$ cat src/rtl/ariane_pkg.sv
// Subset of ariane_pkg carrying the LSU request type and operation encoding
// consumed by the store issue queue.
package ariane_pkg;

  localparam int unsigned VLEN          = 64;
  localparam int unsigned XLEN          = 64;
  localparam int unsigned TRANS_ID_BITS = 3;

  typedef enum logic [7:0] {
    ADD, SUB, LD, LW, LH, LB, SD, SW, SH, SB,
    AMO_LRW, AMO_SCW, AMO_SWAPW, AMO_ADDW, AMO_LRD, AMO_SCD, AMO_SWAPD, AMO_ADDD
  } fu_op;

  typedef struct packed {
    logic [VLEN-1:0]          vaddr;
    logic [XLEN-1:0]          data;
    logic [(XLEN/8)-1:0]      be;
    fu_op                     operation;
    logic [TRANS_ID_BITS-1:0] trans_id;
  } lsu_ctrl_t;

endpackage

$ cat src/rtl/st_issue_queue.sv
// Store/AMO issue queue between issue and the store unit: circular buffer
// with a zero-latency bypass when empty and a sticky overflow flag.
module st_issue_queue
  import ariane_pkg::*;
#(
  parameter int unsigned DEPTH = 2
) (
  input  logic      clk_i,
  input  logic      rst_i,
  input  logic      flush_i,
  input  logic      valid_i,
  input  lsu_ctrl_t lsu_ctrl_i,
  output logic      ready_o,
  output logic      valid_o,
  output lsu_ctrl_t lsu_ctrl_o,
  input  logic      pop_i,
  output logic      empty_o,
  output logic      overflow_o
);

  localparam int unsigned PTR_W = $clog2(DEPTH);
  localparam logic [PTR_W-1:0] PTR_ONE  = 1;
  localparam logic [PTR_W:0]   CNT_ONE  = 1;
  localparam logic [PTR_W:0]   CNT_FULL = (PTR_W+1)'(DEPTH);

  lsu_ctrl_t        r_mem [DEPTH];
  logic [PTR_W-1:0] r_rd_ptr, r_wr_ptr;
  logic [PTR_W:0]   r_cnt;
  logic             r_overflow;

  logic w_empty, w_full, w_bypass, w_push, w_pop, w_ovf;

  assign w_empty  = (r_cnt == '0);
  assign w_full   = (r_cnt == CNT_FULL);
  // Bypassed request is consumed straight from the input and never stored.
  assign w_bypass = w_empty && valid_i && pop_i;
  assign w_push   = valid_i && !w_full && !flush_i && !w_bypass;
  assign w_pop    = pop_i && !w_empty && !flush_i;
  // A same-cycle pop does not make room: fullness comes from registered state.
  assign w_ovf    = valid_i && w_full && !flush_i;

  assign ready_o    = !w_full;
  assign empty_o    = w_empty;
  assign overflow_o = r_overflow;
  assign valid_o    = !flush_i && !rst_i && (!w_empty || valid_i);
  assign lsu_ctrl_o = w_empty ? lsu_ctrl_i : r_mem[r_rd_ptr];

  always_ff @(posedge clk_i) begin
    if (w_push) r_mem[r_wr_ptr] <= lsu_ctrl_i;
  end

  always_ff @(posedge clk_i) begin
    if (rst_i || flush_i) begin
      r_rd_ptr   <= '0;
      r_wr_ptr   <= '0;
      r_cnt      <= '0;
      r_overflow <= 1'b0;
    end else begin
      if (w_push) r_wr_ptr <= r_wr_ptr + PTR_ONE;
      if (w_pop)  r_rd_ptr <= r_rd_ptr + PTR_ONE;
      case ({w_push, w_pop})
        2'b10:   r_cnt <= r_cnt + CNT_ONE;
        2'b01:   r_cnt <= r_cnt - CNT_ONE;
        default: r_cnt <= r_cnt;
      endcase
      if (w_ovf) r_overflow <= 1'b1;
    end
  end

endmodule

$ cat config.mk
export PLATFORM = sky130hd
export DESIGN_NAME = st_issue_queue
export DESIGN_NICKNAME = d
export VERILOG_FILES = /design/src/rtl/ariane_pkg.sv /design/src/rtl/st_issue_queue.sv
export SDC_FILE = /design/constraint.sdc
export NUM_CORES = 1
export LEC_CHECK = 0
export ABC_AREA = 1
export CORE_MARGIN = 2
export CORE_UTILIZATION = 47
export CTS_CLUSTER_DIAMETER = 30
export CTS_CLUSTER_SIZE = 24
export DETAILED_ROUTE_END_ITERATION = 10
export PLACE_DENSITY = 0.85
export SLEW_MARGIN = 10
export SYNTH_ARGS = -nofsm -noshare
export SYNTH_HDL_FRONTEND = slang
export SYNTH_SLANG_ARGS = --single-unit
$ cat constraint.sdc
create_clock -name clk_i -period 9.7 [get_ports clk_i]
set_input_delay 0.97 -clock clk_i [delete_from_list [all_inputs] [get_ports clk_i]]
set_output_delay 0.97 -clock clk_i [all_outputs]
set_load 0.02 [all_outputs]
==> metrics.cfg <==
[setup_path]
critical-path-slowest-cell=dfxtp_4
endpoint_kind=output pin
startpoint_type=flop
r2r-start=r_cnt[1]
critPathMaxFanout=104
r2r-end=r_mem[1][126]
path_cells=buf_4 -> o21ai_0 -> o21ai_0 -> clkdlybuf4s50_1
crit_top_cell=o21ai_0
rr_worst_depth=6
crit_type=reg2out
crit_arrival_ps=3630
slowest_delay_ps=970
r2r_setup_slack_ps=6510
critPathRequiredTime_ps=8730

[hold_path]
min_from=overflow_o
hold_end=overflow_o
hold_class=reg2reg
hold_depth=2

[floorplanning]
ios=303
die_w_um=167.9
die_y_um=167.9
num_rows=59
die-area_um2=28190
initial_core_util_pct=48.17
core_area_um2=26210

[grt]
grt_pass1_wl_um=47730
grt_pass1_vias=9217
globalRouteTotalUtil_pct=21.29
grt_overflow=0
grt_max_degree=127
antenna_found_initial=2

[placed_design]
port-buffer-count=302
gp_congestion=0.8060
place_hpwl_um=18280

[pwr]
power_density_nw_per_um2=217.2
peakVddDrop_mv=0.2150
leakage_nw=6.818

[cts]
cts.htree.levels=2
post_cts_buffers=0
cts_tree=done
cts_made_buffers=58
clock_latency_ps=560
postCtsHoldBufs=0
clk_pin_slew_ps=50
cts_root_buf=clkbuf_16
cts_buffer_depth=3
ctsResizeCount=0
cts.sinks=300

[synthesis]
synthTopCellsByCount=nand2_1 (303), edfxtp_1 (294), o21ai_0 (169)
synth_nets=1295
synth_cell_types=17
syn_area_um2=12620
yosysMostFrequentCell=nand2_1
synth_enable_flop_cells=294
synth.avg_cell_area_um2=11.05
seq_area_frac_synth_pct=70.88
synth_top_area_share_pct=69.93
synth_area_leaders=edfxtp_1 (70%), nand2_1 (9.0%), o21ai_0 (6.7%)
yosys_warnings=0
synth_top_area_cell=edfxtp_1
synth-seq-cells=300
synthFlopType=edfxtp_1
synthArstFlopShare_pct=0
netlist_instances=1142

[finish]
drive_above_1_share_pct=7.224
nets=1601
area_growth_pct=41.24

[drt]
ant_nets=0
wl_met1_um=11920
routed-wl-met3_um=2374
via_count=9284
drt_iter0_drc=713
avgViaCountPerCell=5.068
totalWireLength_um=30560
wl_met2_um=15330
highest_layer=met4
drcViolationCount=0
firstDrtPassIters=5
wl_per_cell_um=16.68

[timing]
period_minus_slack_ps=4602
relSlewSlack_pct=24.92
hold_violations=0
setup_viol=0
fin_setup_tns_ps=0
hold_slack_ps=487.3
max_freq_ghz=0.2173
clock_skew_ps=23.58
slew_viol_final=0
worst_slew_pin_slew_ps=1126
rsz0062_at_grt=false
finalCritPeriodShare_pct=47.44

[status]
status=complete, no violations

[run]
drv_cap=0

logic make-up after synthesis:
group,synth area share [%]
buffers and inverters,7.493
AOI/OAI and AO/OA,11.95
and+or+nand+nor,9.574
adders and majority gates,0.09909
DFF,70.88
worst max-delay path, delay by kind of cell, from the launching register on:
family,cells,cell delay (ps)
compound gates,2,490
buf+inv,2,1550
flops,1,970
final cells by class:
| type | instances | area [um^2] |
|---|---|---|
| antenna | 2 | 5.005 |
| clock buffer | 66 | 1481 |
| clock inverter | 41 | 558.0 |
| fill | 1789 | 8376 |
| inverter | 157 | 594.3 |
| multi-input combinational | 621 | 2738 |
| sequential | 300 | 8952 |
| tap | 335 | 419.2 |
| timing repair buffer | 310 | 3083 |
per-stage QoR:
stage	utilization (%)	cell area (um^2)	worst slack (ps)	power (mW)	instances
2_1_floorplan	-	12620	1631	1.652	1142
3_3_place_gp	60.24	15790	5755	1.841	1723
3_5_place_dp	60.24	15790	5732	1.850	1723
4_1_cts	68.02	17830	5045	3.905	1830
5_1_grt	68.04	17830	4803	3.993	1832
6_report	68.04	17830	5098	3.874	1832
sequential cells by signal, indices dropped and copies added, names as in the netlist, named ones only:
| name | cells |
|---|---|
| overflow_o | 1 |
| r_cnt | 2 |
| r_mem | 294 |
| r_rd_ptr | 1 |
| r_wr_ptr | 1 |
per-layer routing:
| layer | vias up | track usage, % |
|---|---|---|
| li1 | 4501 | - |
| met1 | 4353 | 25.79 |
| met2 | 368 | 36.45 |
| met3 | 62 | 5.830 |
| met4 | 0 | 8.242 |
| met5 | - | 0 |
placed cells by master (no fill, tap or decap), drive strengths merged:
cell type,netlist,routed
nand2,303,303
clkdlybuf4s50,0,302
o21ai,296,296
edfxtp,294,294
inv,157,160
clkbuf,28,66
clkinv,0,20
nor2,13,13
bufinv,0,11
buf,36,8
clkinvlp,0,7
dfxtp,6,6
nand3,3,3
a21oi,3,3
diode,0,2
a31oi,2,2
ha,1,1
worst max path at each step:
stage,startpoint,slack (ps),end,cells after the start
finish,flop,5100,lsu_ctrl_o[3],4
global route,flop,4800,lsu_ctrl_o[18],4
CTS,flop,5040,lsu_ctrl_o[3],4
detailed placement,flop,5730,lsu_ctrl_o[2],4
global placement,flop,5750,lsu_ctrl_o[36],4
floorplan,flush_i,1630,r_mem[0][0],5
power breakdown:
part	switching (mW)	internal, mW	total (mW)
clock	0.652	1.39	2.04
sequential	0.00928	1.46	1.47
combinational	0.190	0.166	0.356
Power figures use the tool's default switching activity.
